**src/rtl/uartrx_simple.sv**
```systemverilog
// rtl/uartrx_simple.sv - minimal 8N1 UART receiver with debug state outputs
//
// Oversamples an asynchronous idle-high serial line with clk. Each frame is
// armed by a falling edge, qualified at the start-bit centre, and its eight
// data bits are sampled at their centres, LSB first. The completed byte is
// held on dout until the next good frame.
//
// Optional build macro: UARTRX_STOP_CHECK_EN
//   When defined, the stop bit is sampled one bit period after bit 7 and the
//   byte is loaded into dout only when the stop bit is 1.
//
// Parameters:
//   CLKS_PER_BIT  clk cycles per UART bit (>= 4)
//   CTR_W         baud counter width, 2**CTR_W > CLKS_PER_BIT
//
// Ports:
//   clk             system clock, rising edge
//   nrst            asynchronous active-low reset
//   en              receiver enable; low forces IDLE and clears counters
//   rx              asynchronous serial input, idle high
//   dout            last completely received byte
//   out_state       0 = IDLE, 1 = RECEIVE
//   out_sample_ctr  index of the next data bit to be sampled
module uartrx_simple #(
  parameter int CLKS_PER_BIT = 10416,
  parameter int CTR_W        = 14
) (
  input  logic       clk,
  input  logic       nrst,
  input  logic       en,
  input  logic       rx,
  output logic [7:0] dout,
  output logic       out_state,
  output logic [2:0] out_sample_ctr
);

  // RECEIVE is split internally into start-check, data and stop phases;
  // only IDLE versus not-IDLE is exported.
  typedef enum logic [1:0] {S_IDLE, S_START, S_DATA, S_STOP} state_t;

  localparam logic [CTR_W-1:0] HALF_M1 = CTR_W'(CLKS_PER_BIT / 2 - 1);
  localparam logic [CTR_W-1:0] FULL_M1 = CTR_W'(CLKS_PER_BIT - 1);

  state_t           state_q, state_d;
  logic             rx_m, rx_s, rx_s_d;
  logic [CTR_W-1:0] ctr_q, ctr_d;
  logic [2:0]       idx_q, idx_d;
  logic [7:0]       shift_q, shift_d;
  logic [7:0]       dout_q, dout_d;
  logic             fall;
  logic [7:0]       shifted;

  // Two-flop synchronizer plus one history flop for edge detection; all
  // reset high so that reset itself never looks like a start edge.
  always_ff @(posedge clk or negedge nrst) begin
    if (!nrst) begin
      rx_m   <= 1'b1;
      rx_s   <= 1'b1;
      rx_s_d <= 1'b1;
    end else begin
      rx_m   <= rx;
      rx_s   <= rx_m;
      rx_s_d <= rx_s;
    end
  end

  // Only a high-to-low transition arms a frame, so a line that stays low
  // after a zero bit 7 cannot retrigger reception.
  assign fall    = rx_s_d & ~rx_s;
  assign shifted = {rx_s, shift_q[7:1]};

  always_ff @(posedge clk or negedge nrst) begin
    if (!nrst) begin
      state_q <= S_IDLE;
      ctr_q   <= '0;
      idx_q   <= 3'd0;
      shift_q <= 8'h00;
      dout_q  <= 8'h00;
    end else begin
      state_q <= state_d;
      ctr_q   <= ctr_d;
      idx_q   <= idx_d;
      shift_q <= shift_d;
      dout_q  <= dout_d;
    end
  end

  always_comb begin
    state_d = state_q;
    ctr_d   = ctr_q;
    idx_d   = idx_q;
    shift_d = shift_q;
    dout_d  = dout_q;

    if (!en) begin
      state_d = S_IDLE;
      ctr_d   = '0;
      idx_d   = 3'd0;
    end else begin
      case (state_q)
        S_IDLE: begin
          ctr_d = '0;
          idx_d = 3'd0;
          if (fall) begin
            state_d = S_START;
          end
        end
        S_START: begin
          if (ctr_q == HALF_M1) begin
            ctr_d = '0;
            // High at the start-bit centre means the edge was a glitch.
            state_d = rx_s ? S_IDLE : S_DATA;
          end else begin
            ctr_d = ctr_q + CTR_W'(1);
          end
        end
        S_DATA: begin
          if (ctr_q == FULL_M1) begin
            ctr_d   = '0;
            shift_d = shifted;
            idx_d   = idx_q + 3'd1;
            if (idx_q == 3'd7) begin
`ifdef UARTRX_STOP_CHECK_EN
              state_d = S_STOP;
`else
              dout_d  = shifted;
              state_d = S_IDLE;
`endif
            end
          end else begin
            ctr_d = ctr_q + CTR_W'(1);
          end
        end
        S_STOP: begin
          if (ctr_q == FULL_M1) begin
            ctr_d   = '0;
            state_d = S_IDLE;
            if (rx_s) begin
              dout_d = shift_q;
            end
          end else begin
            ctr_d = ctr_q + CTR_W'(1);
          end
        end
        default: begin
          state_d = S_IDLE;
          ctr_d   = '0;
          idx_d   = 3'd0;
        end
      endcase
    end
  end

  assign dout           = dout_q;
  assign out_state      = (state_q != S_IDLE);
  assign out_sample_ctr = idx_q;

endmodule

```
**config.mk**
```make
export PLATFORM = sky130hd
export DESIGN_NAME = uartrx_simple
export DESIGN_NICKNAME = d
export VERILOG_FILES = /design/src/rtl/uartrx_simple.sv
export SDC_FILE = /design/constraint.sdc
export NUM_CORES = 1
export LEC_CHECK = 0
export CORE_AREA = 2 2 92 76
export CTS_BUF_LIST = sky130_fd_sc_hd__clkbuf_8
export CTS_CLUSTER_DIAMETER = 30
export DETAILED_ROUTE_END_ITERATION = 8
export DIE_AREA = 0 0 94 78
export SYNTH_ARGS = -nofsm -noshare
export SYNTH_HDL_FRONTEND = slang
export SYNTH_SLANG_ARGS = --single-unit
```
**constraint.sdc**
```tcl
create_clock -name clk -period 3.3 [get_ports clk]
set_input_delay 0.66 -clock clk [delete_from_list [all_inputs] [get_ports clk]]
set_output_delay 0.66 -clock clk [all_outputs]
set_load 0.005 [all_outputs]
```
======== Word level (Yosys, flattened, before mapping) ========
Index checks and enable logic that the tools add are counted.
W data, S select, Z words.
cells by class
  add/subtract/negate cells ............... 2
  eq/ne operators ......................... 16
  muxes and demuxes ....................... 20
  bitwise operators ....................... 2
  reduce and logical (&&, ||, !) cells .... 8
operator list
  cell                     count
  $mux W14                 3
  $pmux W14 S3             1
  $mux W8                  4
  $pmux W8 S2              1
  $ne A3 B3 Y1 const B     5
  $add A14 B1 Y14 const B  1
  $eq A14 B13 Y1 const B   1
  $eq A14 B14 Y1 const B   1
  $mux W2                  7
  $ne A2 B2 Y1 const B     4
  $pmux W2 S4              1
  $mux W3                  2
  $pmux W3 S2              1
  $reduce_and A6 Y1        1
  $reduce_and A5 Y1        1
  $eq A2 B2 Y1 const B     2
  $reduce_bool A2 Y1       2
  $add A3 B1 Y3 const B    1
  $eq A3 B3 Y1 const B     1
  $ne A3 B1 Y1 const B     1
  $reduce_and A3 Y1        1
  $eq A2 B1 Y1 const B     1
  $logic_not A2 Y1         1
  $reduce_and A2 Y1        1
  other kinds (3)          3
word-level totals
  register bits ........................... 38
  bits of input ports ..................... 4
  output and inout bits ................... 12
  word-level logic and storage cells ...... 56

======== Logic depth before layout (Yosys ltp) ========
  depth after elaboration ................. 5
  mapped depth ............................ 7

======== Worst setup path after synthesis ========
OpenSTA, ideal clock, no wires.
  kind .................................... reg2reg
  start point ............................. register ctr_q[9]
  end point ............................... register shift_q[0]
  setup time .............................. 0.125 ns
  data arrival time ....................... 2.234 ns
  required time ........................... 3.175 ns
  setup slack ............................. 0.941 ns
  cell stages (with the launch flop) ...... 7
  period minus slack after synthesis ...... 2.359 ns
  path through ............................ dfrtp_1 -> buf_6 -> or4_1 -> or4_1 -> buf_2 -> nor3_4 -> mux2_2
between the ends
  cells in the longest elaborated chain, start to end .. 2
RTL lines
  item                                line  text
  from (decl)                         46    logic [CTR_W-1:0] ctr_q, ctr_d;
  from (signal assigned)              81    ctr_q <= ctr_d;
  $eq A14 B14 Y1                      118   if (ctr_q == FULL_M1) begin
  $reduce_and A3 Y1 (no source line)  -
  to (signal assigned)                83    shift_q <= shift_d;
  to (decl)                           48    logic [7:0] shift_q, shift_d;
No other way between the ends.
A chain may end at the register's enable or synchronous reset.

======== Worst setup path after layout ========
  start point ............................. register ctr_q[10]
  end point ............................... register dout_q[7] (netlist: dout[7])
between the ends
  cells in the longest elaborated chain, start to end .. 3
  elaborated cells between the ends (all ways) .. 4
  classes of those cells .................. 3 x eq/ne; 1 x reduce/logical
RTL lines
  item                                    line      text
  $eq A14 B14 Y1 (*)                      118, 135
  $ne A2 B2 Y1 (no source line)           -
  $reduce_and A6 Y1 (no source line) (*)  -
  to (signal assigned)                    84        dout_q <= dout_d;
  to (decl)                               49        logic [7:0] dout_q, dout_d;
Every way passes the cells marked *; elsewhere a longest branch is shown, timed or not.

==> flow_summary.ini <==
[pwr]
p_total_uw = 833
power.static_leakage_nw = 0.910
power.density_nw_per_um2 = 383
ir_worst_vdd_uv = 150

[worst_setup_path]
worstPathArrival_ps = 2750
cp-start-kind = register
crit_fanout = 8
path_cells = or3b_2 > or4_1 > or3_1 > mux2_4
critPathKind = reg -> reg
rrSetupSlack_ps = 720
max_stage_delay_ps = 630
crit_path_top_delay_cell = or3_1
startpoint = ctr_q[10]$_DFF_PN0_
crit_required_ps = 3460
critPathCaptureType = register
timing.rr.start = ctr_q[10]$_DFF_PN0_

[floorplanning]
start_util_pct = 29.5
die_y_um = 78
die_w_um = 94
rows = 26
core_area_um2 = 6340
ios = 16
dieArea_um2 = 7330

[synthesis]
ys_ff_latch = 38
synth_cell_types = 33
netlist_instances = 159
netlist_area_um2 = 1870
ys.warnings.count = 0
synthesis.nets = 167
ys_seq_area_share_pct = 51.1
yosysTopAreaCell = dfrtp_1
async_flop_share_pct = 100
synth_ff_type = dfrtp_1
synth.avg_cell_area_um2 = 11.8
synth_top_cell_area_share_pct = 46.9
synth-edff-count = 0
netlist_top_cells_area = dfrtp_1 47%, mux2_2 9.6%, mux2_4 6.4%

[placement]
io_buffers = 15
post-place-ws_ps = 643
place_inst = 251
dp_hpwl_mm = 2.24
place_area_um2 = 2080
place.gp.congestion = 0.778

[route]
wirelength_mm = 3.34
drtIter0Drc = 89
vias = 1205
dr.pass1.iters = 4
vias_per_cell = 4.65
drcViolationCount = 0
detail-route-antenna-nets = 0
routedWlPerCell_um = 12.9

[cells_and_area]
syn2layout_area_growth_pct = 16.3
layout_common_cells = 35 x dfrtp_1, 19 x nor2_1, 16 x mux2_2
nNetsFinal = 182
diodes = 0
final_util_pct = 34.3
fillerInstances = 629
drive_gt1_share_pct = 23.4
final_area_um2 = 2170
final_cells = 259
final_common_cell = dfrtp_1

[grt]
gr-total-overflow = 0
grt_pass1_wl_mm = 5.95
grt_pass1_vias = 1186
grt_usage_pct = 10.2
antenna_found_initial = 0
grt_max_degree = 39

[timing]
slew_headroom_pct = 44.9
fin_crit_sh_pct = 78.3
finalSetupTns_ps = 0
layout_min_cycle_time_ps = 2580
holdWs_ps = 360
hold_viol = 0
finalMaxSlewViolations = 0
setup_slack_ps = 716
max_freq_mhz = 387
worst_pin_slew_ps = 826
rsz0062_at_grt = no
setup_viol_count_final = 0
final.setup_skew_ps = 14.0

[clocking]
cts_hold_buf = 0
clk_pin_slew_ps = 70
cts_tree = yes
root_buffer = clkbuf_8
max-clock-path-buffers = 2
clk_latency_ps = 290
post-cts-setup-buffers = 0
cts_made_buffers = 5
htreeDepth = 2
post_cts_resized = 0
cts_sinks = 38

[hold_path]
holdCritPathClass = reg -> reg
worstHoldStart = rx_m$_DFF_PN1_

[job]
maxCapViolations = 0

[status]
outcome = completed
==> cells by family after synthesis <==
group,after synthesis,synth area share (%)
AND/OR/NAND/NOR,65,18.3
flip-flops,38,51.1
multiplexers,25,16.6
XOR/XNOR,12,5.62
buffers and inverters,9,2.74
AO/OA/AOI/OAI,6,2.95
adder cells (fa/ha/maj),4,2.68
==> report_power, final <==
group | internal [mW] | switching [mW]
Clock | 0.168 | 0.163
Combinational | 0.00853 | 0.0167
Sequential | 0.470 | 0.00593
==> cells in the mapped netlist (2+ instances only) <==
cell type	number
dfrtp_1	35
mux2_2	16
clkbuf_1	3
nand4_1	5
buf_2	2
nor4_1	2
nand3_1	10
xor2_1	2
nand2_1	12
or4_1	3
dfstp_2	3
or3_1	2
a31oi_1	2
buf_6	2
nor3_1	3
nor2_1	19
ha_1	4
o311ai_0	3
mux2_4	8
xnor2_1	10
==> final timing paths <==
| check | depth (start not counted) | to |
|---|---|---|
| setup / recovery | 4 | dout[7]$_DFFE_PN0P_ |
| hold / removal | 0 | rx_s$_DFF_PN1_ |
| setup reg to reg | 4 | dout[7]$_DFFE_PN0P_ |
| hold reg to reg | 0 | rx_s$_DFF_PN1_ |
| max in group asynchronous | 1 | ctr_q[1]$_DFF_PN0_ |
| min in group asynchronous | 1 | dout[2]$_DFFE_PN0P_ |
==> area by class of cell <==
cell class              instances  area, µm²  share of cell area [%]
clock buffers                   6       82.6                    3.80
flip-flops and latches         38        955                    43.9
well taps                      84        105                    4.83
repair buffers                 16        153                    7.02
clock inverters                 2       12.5                   0.575
inverters                       1       3.75                   0.173
multi-input cells             112        863                    39.7
==> critical path, delay by kind of cell, from the launching register on <==
kind | cells | cell delay, ps
DFF | 1 | 430
and+or+nand+nor | 3 | 1670
muxes | 1 | 380
==> sequential cells by signal, indices dropped and copies added (netlist names) <==
signal,cells
ctr_q,14
dout,8
out_sample_ctr,3
rx_m,1
rx_s,1
rx_s_d,1
shift_q,8
state_q,2
==> per-layer routing <==
layer	up-vias	track usage, %	routed length [µm]
li1	597	-	-
met1	587	15.6	1830
met2	17	13.9	1380
met3	4	2.62	99
met4	0	3.48	36
met5	-	0	0
(Power assumes the default switching activity.)
